`src/rtl/vend_pkg.sv`:
```
// Shared types and constants for the vending controller: FSM states, coin values and product prices.
package vend_pkg;

  localparam int unsigned CREDIT_W = 6;

  localparam logic [CREDIT_W-1:0] COIN_NICKLE  = 6'd5;
  localparam logic [CREDIT_W-1:0] COIN_DIME    = 6'd10;
  localparam logic [CREDIT_W-1:0] COIN_QUARTER = 6'd25;

  localparam logic [CREDIT_W-1:0] PRICE [4] = '{6'd20, 6'd25, 6'd35, 6'd45};

  typedef enum logic [1:0] {
    ST_IDLE,
    ST_CREDIT,
    ST_DISPENSE,
    ST_PAYOUT
  } vend_state_e;

  function automatic logic [CREDIT_W-1:0] price_of(input logic [1:0] sel);
    return PRICE[sel];
  endfunction

endpackage

```
`src/rtl/change_payout.sv`:
```
// Change dispenser: loads an amount on start_i, then emits one dime/nickle pulse per cycle, dimes first.
module change_payout
  import vend_pkg::*;
(
  input  logic                clk_i,
  input  logic                rst_ni,
  input  logic                start_i,
  input  logic [CREDIT_W-1:0] amount_i,
  output logic                pay_dime_o,
  output logic                pay_nickle_o,
  output logic                done_o,
  output logic [CREDIT_W-1:0] remaining_o
);

  logic [CREDIT_W-1:0] rem_q;
  logic [CREDIT_W-1:0] src;
  logic                dime_q;
  logic                nickle_q;

  // The first pulse comes out of the same edge that loads the amount.
  always_comb begin
    src = start_i ? amount_i : rem_q;
  end

  always_ff @(posedge clk_i or negedge rst_ni) begin
    if (!rst_ni) begin
      rem_q    <= '0;
      dime_q   <= 1'b0;
      nickle_q <= 1'b0;
    end else if (src >= COIN_DIME) begin
      rem_q    <= src - COIN_DIME;
      dime_q   <= 1'b1;
      nickle_q <= 1'b0;
    end else if (src >= COIN_NICKLE) begin
      rem_q    <= src - COIN_NICKLE;
      dime_q   <= 1'b0;
      nickle_q <= 1'b1;
    end else begin
      rem_q    <= '0;
      dime_q   <= 1'b0;
      nickle_q <= 1'b0;
    end
  end

  assign pay_dime_o   = dime_q;
  assign pay_nickle_o = nickle_q;
  assign done_o       = (dime_q | nickle_q) && (rem_q == '0);
  assign remaining_o  = rem_q;

endmodule

```
`src/rtl/vend_controller.sv`:
```
// Vending transaction sequencer: coin credit, priced 4-way selection, dispenser handshake, change payout.
// Optional CREDIT-state inactivity refund is enabled with `define VEND_TIMEOUT_EN.
module vend_controller
  import vend_pkg::*;
#(
  parameter int unsigned MAX_CREDIT     = 60,
  parameter int unsigned TIMEOUT_CYCLES = 1000
) (
  input  logic                clk_i,
  input  logic                rst_ni,
  input  logic                nickle_i,
  input  logic                dime_i,
  input  logic                quarter_i,
  input  logic                sel_valid_i,
  input  logic [1:0]          sel_i,
  input  logic                cancel_i,
  input  logic                dispense_ack_i,
  output logic                dispense_req_o,
  output logic [1:0]          product_o,
  output logic                pay_dime_o,
  output logic                pay_nickle_o,
  output logic                coin_reject_o,
  output logic                denied_o,
  output logic                busy_o,
  output logic [CREDIT_W-1:0] credit_o
);

  vend_state_e         state_q;
  logic [CREDIT_W-1:0] credit_q;
  logic [1:0]          product_q;
  logic                coin_reject_q;
  logic                denied_q;

  logic                open_st;
  logic [1:0]          n_coins;
  logic                coin_any;
  logic [CREDIT_W-1:0] coin_val;
  logic [CREDIT_W:0]   coin_sum;
  logic                coin_ok;
  logic                coin_rej;
  logic [CREDIT_W-1:0] credit_next;
  logic [CREDIT_W-1:0] price;
  logic                cancel_take;
  logic                sel_take;
  logic                sel_ok;
  logic                sel_deny;
  logic [CREDIT_W-1:0] remaining;
  logic                tmo_fire;
  logic                pay_start;
  logic                pay_done;
  logic [CREDIT_W-1:0] pay_rem;

  always_comb begin
    open_st     = (state_q == ST_IDLE) || (state_q == ST_CREDIT);
    n_coins     = {1'b0, nickle_i} + {1'b0, dime_i} + {1'b0, quarter_i};
    coin_any    = nickle_i | dime_i | quarter_i;
    coin_val    = '0;
    if (quarter_i)     coin_val = COIN_QUARTER;
    else if (dime_i)   coin_val = COIN_DIME;
    else if (nickle_i) coin_val = COIN_NICKLE;
    coin_sum    = {1'b0, credit_q} + {1'b0, coin_val};
    cancel_take = (state_q == ST_CREDIT) && cancel_i;
    // A coin arriving with a cancel is handed back rather than folded into the refund.
    coin_ok     = open_st && !cancel_take && (n_coins == 2'd1)
                  && (coin_sum <= (CREDIT_W+1)'(MAX_CREDIT));
    coin_rej    = coin_any && !coin_ok;
    credit_next = coin_ok ? coin_sum[CREDIT_W-1:0] : credit_q;
    price       = price_of(sel_i);
    sel_take    = open_st && sel_valid_i && !cancel_take;
    sel_ok      = sel_take && (credit_q >= price);
    sel_deny    = sel_take && !sel_ok;
    remaining   = sel_ok ? (credit_next - price) : '0;
    pay_start   = cancel_take || tmo_fire
                  || ((state_q == ST_DISPENSE) && dispense_ack_i && (credit_q != '0));
  end

`ifdef VEND_TIMEOUT_EN
  localparam int unsigned CNT_W = $clog2(TIMEOUT_CYCLES + 1);
  logic [CNT_W-1:0] idle_cnt_q;

  always_ff @(posedge clk_i or negedge rst_ni) begin
    if (!rst_ni) begin
      idle_cnt_q <= '0;
    end else if ((state_q != ST_CREDIT) || coin_ok || sel_deny) begin
      idle_cnt_q <= '0;
    end else begin
      idle_cnt_q <= idle_cnt_q + 1'b1;
    end
  end

  assign tmo_fire = (state_q == ST_CREDIT) && !cancel_take && !sel_take && !coin_ok
                    && (idle_cnt_q == CNT_W'(TIMEOUT_CYCLES - 1));
`else
  assign tmo_fire = 1'b0 & (TIMEOUT_CYCLES == 0);
`endif

  always_ff @(posedge clk_i or negedge rst_ni) begin
    if (!rst_ni) begin
      state_q       <= ST_IDLE;
      credit_q      <= '0;
      product_q     <= '0;
      coin_reject_q <= 1'b0;
      denied_q      <= 1'b0;
    end else begin
      coin_reject_q <= coin_rej;
      denied_q      <= sel_deny;
      case (state_q)
        ST_IDLE, ST_CREDIT: begin
          if (cancel_take || tmo_fire) begin
            state_q  <= ST_PAYOUT;
            credit_q <= '0;
          end else if (sel_ok) begin
            state_q   <= ST_DISPENSE;
            credit_q  <= remaining;
            product_q <= sel_i;
          end else begin
            credit_q <= credit_next;
            state_q  <= (credit_next != '0) ? ST_CREDIT : ST_IDLE;
          end
        end
        ST_DISPENSE: begin
          if (dispense_ack_i) begin
            state_q   <= (credit_q != '0) ? ST_PAYOUT : ST_IDLE;
            credit_q  <= '0;
            product_q <= '0;
          end
        end
        ST_PAYOUT: begin
          if (pay_done) state_q <= ST_IDLE;
        end
        default: state_q <= ST_IDLE;
      endcase
    end
  end

  change_payout u_payout (
    .clk_i        (clk_i),
    .rst_ni       (rst_ni),
    .start_i      (pay_start),
    .amount_i     (credit_q),
    .pay_dime_o   (pay_dime_o),
    .pay_nickle_o (pay_nickle_o),
    .done_o       (pay_done),
    .remaining_o  (pay_rem)
  );

  assign dispense_req_o = (state_q == ST_DISPENSE);
  assign product_o      = product_q;
  assign coin_reject_o  = coin_reject_q;
  assign denied_o       = denied_q;
  assign busy_o         = (state_q == ST_DISPENSE) || (state_q == ST_PAYOUT);
  assign credit_o       = (state_q == ST_PAYOUT) ? pay_rem : credit_q;

endmodule

```
`config.mk`:
```
export PLATFORM = sky130hd
export DESIGN_NAME = vend_controller
export DESIGN_NICKNAME = d
export VERILOG_FILES = /design/src/rtl/vend_pkg.sv /design/src/rtl/change_payout.sv /design/src/rtl/vend_controller.sv
export SDC_FILE = /design/constraint.sdc
export NUM_CORES = 1
export LEC_CHECK = 0
export BUFFER_PORTS_ARGS = -buffer_cell sky130_fd_sc_hd__buf_4
export CORE_MARGIN = 2
export CORE_UTILIZATION = 60
export CTS_BUF_LIST = sky130_fd_sc_hd__clkbuf_2 sky130_fd_sc_hd__clkbuf_4 sky130_fd_sc_hd__clkbuf_8
export CTS_CLUSTER_DIAMETER = 150
export DETAILED_ROUTE_END_ITERATION = 8
export PLACE_DENSITY_LB_ADDON = 0.05
export SLEW_MARGIN = 20
export SYNTH_ARGS = -nofsm -noshare
export SYNTH_HDL_FRONTEND = slang
export SYNTH_SLANG_ARGS = --single-unit
```
`constraint.sdc`:
```
create_clock -name clk_i -period 7.75 [get_ports clk_i]
set_input_delay 0.775 -clock clk_i [delete_from_list [all_inputs] [get_ports clk_i]]
set_output_delay 0.775 -clock clk_i [all_outputs]
set_load 0.005 [all_outputs]
```
==> results.txt, run 1 <==
clk sinks = 20
TritonCTS clock tree = done
initial antenna violation count = 0
vias per inst = 6.357
final core utilization = 69.96%
f_max = 224.8 MHz
Clock Latency Late Sink = 260 ps
slowest stage delay, CP = 430 ps
H-tree levels = 1
Post-DRT Antenna Nets = 0
Post-synth EDFFs = 0
CP Capture Type = register
Crit-path slowest cell = nor3_1
Slew Limit Headroom = 66.19%
Synth Register Bits = 20
DR iter-0 viols = 170
gr usage total = 28.67%
Tightest Pin Transition = 507.2 ps
FF-to-FF Start = credit_q[1]
setup bufs post-CTS = 0
DP HPWL = 4491 µm
Syn Nets = 293
Crit Path Category = input pin to register
Slew Limit Fails = 0
GRT overflow = 0
worst vdd ir = 203.1 µV
final worst path period need = 4449 ps
Routed WL = 5669 µm
cells after synthesis = 256
Tcrit/Tclk final = 57.40%
CP required = 7920 ps
DIE AREA = 0.004317 mm²
CTS buffer count = 3
sequential-to-total area share from yosys stat = 21.91%
worst min-delay path class = input pin to async pin
Most used DFF post-synth = dfrtp_1
first-pass GRT wire length = 9549 µm
die width = 65.71 µm
worst-path cell chain = buf_4 > inv_1 > o21ai_0 > ha_1 > fa_1 > xor2_1 > nand2_1 > nor3_1 > a31oi_2 > nand2_1 > nand2_1 > ha_1 > nor2b_1 > o31a_1 > o21a_1 > or3_1 > a221o_1 > o211ai_1
R2R cell count = 14
mean routed wirelength per cell = 17.44 µm
n_diodes = 0
hold buffers post-CTS = 0
clk buf depth = 2
Ys Warns = 0
vias in the first global route = 1998
Clock Tree Root = clkbuf_8
layout cells sized above 1 = 22.02%
Critical Path AT = 4620 ps
Final Setup Violations = 0
routed vias = 2066
Buffers on Ports = 23
Initial Util = 62.41%
clk_skew = 8.653 ps
reg-to-reg critical path endpoint = credit_q[5]
fillers = 321
Placer Congestion = 0.9643
nets = 315
Die Height = 65.71 µm
RSZ-0062 raised after global routing = false
pre-CTS setup slack = 3068 ps
status = completed
largest net degree at the start of global routing = 21
PnR worst setup slack = 3302 ps
CP max FO = 8
final setup TNS = 0 ps
Post-Syn Area per Cell = 8.925 µm²
DR pass1 iterations = 4
row count = 22
critical path startpoint category = input pin
ys async rst share = 100.0%
post-CTS sizing = 0
Power Density = 390.4 mW/mm²
number of top-level pins = 24
Cell Area, Synth = 0.002285 mm²
LEAKAGE = 1.195 nW
reg2reg setup slack = 3580 ps
critical path's most frequent cell = nand2_1
Area growth syn-to-layout = 12.10%
core area = 0.003661 mm²
Hold Fails Final Rpt = 0
# DRC = 0
clock-pin transition on the worst setup and hold timing paths = 80 ps
Cell variety after synth = 74
max-cap viol count = 0
==> kinds of logic after synthesis <==
kind of cell             count (synthesis)  share of synthesized area, %
AND/OR/NAND/NOR                         84                         20.65
AO/OA/AOI/OAI                           83                         29.47
adder cells (fa/ha/maj)                 27                         15.77
buffers and inverters                   25                         4.490
flip-flops                              20                         21.91
multiplexers                            12                         5.805
XOR/XNOR                                 5                         1.917
==> cells in the final DEF (no fill, tap or decap), drive strengths merged, types with 3 or more instances in the layout <==
cell    Yosys  layout
nor2       19      19
nand2b      4       4
nor2b       6       6
nand2      18      18
and2        3       3
or2         3       3
nand3b      5       5
o21ai      12      12
fa          3       3
nor4        4       4
ha         24      24
nand4       3       3
buf         6      24
dfrtp      20      20
mux2       10      10
clkbuf      1       3
a21o        5       5
o22ai       3       3
a31o        4       4
a31oi       7       7
o211ai      4       4
inv        18      18
nand3       9       9
a21oi      11      11
a211oi      3       3
a32oi       4       4
xor2        3       3
==> worst max-delay path by stage <==
stage                          from           to  slack (ps)  cells past startpoint
final                     quarter_i  credit_q[5]        3300                     18
after global routing      quarter_i  credit_q[5]        3020                     18
after CTS                 quarter_i  credit_q[5]        3330                     18
after detailed placement  quarter_i  credit_q[5]        3070                     18
after global placement    quarter_i  credit_q[5]        3100                     18
after floorplan            nickle_i  credit_q[5]        3450                     18
==> area by class of cell <==
type / instances / area (µm²) / area share (%)
sequential: 20 / 500.5 / 19.54
timing repair buffer: 24 / 180.2 / 7.035
multi-input combinational: 211 / 1682 / 65.66
tap: 48 / 60.06 / 2.345
clock buffer: 3 / 41.29 / 1.612
inverter: 18 / 67.56 / 2.638
clock inverter: 1 / 30.03 / 1.172
==> layer usage <==
metal	track usage, %	vias to the layer above	routed length, µm
met5	0	-	0
met4	7.292	0	29
met3	4.966	4	449
met2	44.82	83	2521
met1	40.86	961	2668
li1	-	1018	-
==> through the flow <==
step	total power, W	cell area, µm²	hold slack, ps	cells
floorplan	0.0007097	2285	479.4	256
global placement	0.0008687	2490	495.2	321
detailed placement	0.0008829	2490	503.1	321
CTS	0.0009938	2561	375.5	325
global route	0.001085	2561	388.0	325
finish	0.0009998	2561	374.7	325
==> flip-flops by register name, indices dropped and copies added (netlist names) <==
signal / count
credit_q: 6
u_payout.remaining_o: 6
product_o: 2
state_q: 2
coin_reject_o: 1
denied_o: 1
u_payout.pay_dime_o: 1
u_payout.pay_nickle_o: 1
==> where the power goes <==
part | switching, W | internal, W | total, W
registers | 0.0000690 | 0.000144 | 0.000213
clock network | 0.0000375 | 0.0000690 | 0.000106
logic | 0.000372 | 0.000309 | 0.000681
total | 0.000478 | 0.000522 | 0.00100
==> synthesized netlist by cell type, types with 3 or more instances <==
library cell | instances | area share, %
nand3b_1 | 3 | 0.99
nor2_1 | 17 | 2.8
fa_1 | 3 | 2.6
a21o_1 | 3 | 0.99
dfrtp_1 | 20 | 22
nand2b_1 | 4 | 1.1
inv_1 | 17 | 2.8
nand3_1 | 9 | 2.0
buf_2 | 4 | 0.88
ha_1 | 24 | 13
a31o_2 | 3 | 1.2
o22ai_1 | 3 | 0.82
nor4_1 | 3 | 0.82
a31oi_1 | 6 | 1.6
xor2_1 | 3 | 1.2
nor2b_1 | 6 | 1.6
nand2_1 | 18 | 3.0
a32oi_1 | 3 | 1.2
mux2_2 | 9 | 4.4
o211ai_1 | 4 | 1.3
o21ai_0 | 10 | 2.2
a21oi_1 | 9 | 2.0
nand4_1 | 3 | 0.82
a211oi_1 | 3 | 0.99
==> critical path: cells and delay by family <==
kind | cells | cell delay, ps
AOI/OAI and AO/OA | 6 | 1270
xor gates and xnor gates | 1 | 300
and+or+nand+nor | 6 | 1160
buffers and inverters | 2 | 220
adders and majority gates | 3 | 900
Power figures use the tool's default switching activity.
==> inputs of run 2 (changes only) <==
==> constraint.sdc (replaced) <==
create_clock -name clk_i -period 4.31 [get_ports clk_i]
set_input_delay 0.431 -clock clk_i [delete_from_list [all_inputs] [get_ports clk_i]]
set_output_delay 0.431 -clock clk_i [all_outputs]
set_load 0.005 [all_outputs]
==> results.txt, run 2 (same netlist as run 1, synthesis figures left out) <==
RSZ-0062 raised after global routing = false
R2R cell count = 15 (+1)
DP HPWL = 4548 µm (+1.3%)
Slew Limit Headroom = 65.92% (-0.27 points)
post-CTS sizing = 0 (unchanged)
TritonCTS clock tree = done
clk buf depth = 2 (unchanged)
Crit-path slowest cell = nor3_1
clk_skew = 2.476 ps (-6.176 ps)
most common cell after layout, fill and taps aside = buf_4
status = completed
DR iter-0 viols = 161 (-5.3%)
Die Height = 65.71 µm (unchanged)
critical path startpoint category = input pin
LEAKAGE = 1.237 nW (+3.5%)
worst vdd ir = 350.8 µV (+73%)
layout cells sized above 1 = 24.21% (+2.2 points)
commonest cells after routing, fill and taps aside = buf_4 (32), ha_1 (24), dfrtp_1 (20)
number of top-level pins = 24 (unchanged)
initial antenna violation count = 0 (unchanged)
routed vias = 2121 (+2.7%)
CP required = 4490 ps (-3430 ps)
CP delay by family, top = compound AO/OA/AOI/OAI gates
gr usage total = 28.55% (-0.12 points)
setup bufs post-CTS = 0 (unchanged)
reg2reg setup slack = 360 ps (-3220 ps)
row count = 22 (unchanged)
Initial Util = 62.41% (unchanged)
vias per inst = 6.369 (+0.20%)
CTS buffer count = 3 (unchanged)
critical path's most frequent cell = nand2_1
clk sinks = 20 (unchanged)
DR pass1 iterations = 4 (unchanged)
CP max FO = 5 (-3)
CP Capture Type = register
# DRC = 0 (unchanged)
Area growth syn-to-layout = 14.73%
Critical Path AT = 4200 ps (-420 ps)
Routed WL = 5704 µm (+0.62%)
final worst path period need = 4019 ps
largest net degree at the start of global routing = 21 (unchanged)
worst path buffer plus inverter count = 2 (unchanged)
slowest stage delay, CP = 430 ps (about the same)
clock-pin transition on the worst setup and hold timing paths = 80 ps (about the same)
Tightest Pin Transition = 511.2 ps (+4.047 ps)
Power Density = 698.2 mW/mm² (+79%)
max-cap viol count = 0 (unchanged)
Tcrit/Tclk final = 93.25%
n_diodes = 0 (unchanged)
Clock Tree Root = clkbuf_8
H-tree levels = 1 (unchanged)
vias in the first global route = 1957 (-2.1%)
GRT overflow = 0 (unchanged)
hold buffers post-CTS = 0 (unchanged)
DIE AREA = 0.004317 mm² (unchanged)
worst min-delay path class = input pin to async pin
final setup TNS = 0 ps (unchanged)
first-pass GRT wire length = 9494 µm (-0.58%)
Placer Congestion = 0.9211 (-4.5%)
core area = 0.003661 mm² (unchanged)
PnR worst setup slack = 291.1 ps (-3010 ps)
Hold Fails Final Rpt = 0 (unchanged)
Buffers on Ports = 23 (unchanged)
Clock Latency Late Sink = 260 ps (about the same)
nets = 323 (+2.5%)
Tot Pwr = 0.001830 W (+83%)
worst-path cell chain = buf_4 > inv_1 > o21ai_0 > ha_1 > fa_1 > xor2_1 > nand2_1 > nor3_1 > a31oi_2 > nand2_1 > nand2_1 > ha_1 > nor2b_1 > o31a_1 > o21a_1 > or3_1 > a221o_1 > o211ai_1
Crit Path Category = input pin to register
mean routed wirelength per cell = 17.13 µm (-1.8%)
WP depth = 18 (unchanged)
Final Setup Violations = 0 (unchanged)
Post-DRT Antenna Nets = 0 (unchanged)
f_max = 248.8 MHz
pre-CTS setup slack = 64.93 ps (-3003 ps)
Slew Limit Fails = 0 (unchanged)
die width = 65.71 µm (unchanged)
run 2: cell count changes in the layout (fill, tap and decap cells not counted), sizes merged:
cell,delta
buf,+8
run 2: layout make-up:
cell class	count	area, µm²
timing repair buffer	32	240.2
inverter	18	67.56
fill	294	1040
clock buffer	3	41.29
tap	48	60.06
clock inverter	1	30.03
multi-input combinational	211	1682
sequential	20	500.5
run 2: path summary, 6_finish.rpt:
path | start | to
max reg2reg | credit_q[0] | credit_q[5]
min in group clk_i | sel_valid_i | denied_o
min | rst_ni | credit_q[1]
max | quarter_i | credit_q[5]
max in group asynchronous | rst_ni | u_payout.remaining_o[0]
min reg2reg | product_o[0] | product_o[0]
run 2: worst register-to-register path: stages (launching register included):
cell and delay, ps:
dfrtp_1 400, ha_1 230, fa_1 420, xor2_1 290
nand2_1 90, nor3_1 430, a31oi_2 220, nand2_1 120
nand2_1 60, ha_1 270, nor2b_1 140, o31a_1 280
o21a_1 190, or3_1 300, a221o_1 330, o211ai_1 90
run 2: report_power, final:
group          internal (W)  switching [W]
Combinational      0.000583       0.000709
Clock              0.000124      0.0000673
Sequential         0.000259      0.0000874
run 2: stage by stage:
stage / cells / util (%) / hold WS (ps) / cell area (µm²)
floorplan: 256 / - / 135.4 / 2285
global placement: 329 / 69.65 / 326.1 / 2550
detailed placement: 329 / 69.65 / 326.5 / 2550
CTS: 333 / 71.60 / 40.96 / 2621
global route: 333 / 71.60 / 51.75 / 2621
finish: 333 / 71.60 / 34.26 / 2621
run 2: metal layers:
metal	wire (µm)	global-route usage, %	vias to the layer above
li1	-	-	1040
met1	2771	42.13	995
met2	2504	43.69	78
met3	351	4.281	8
met4	76	6.771	0
met5	0	0	-
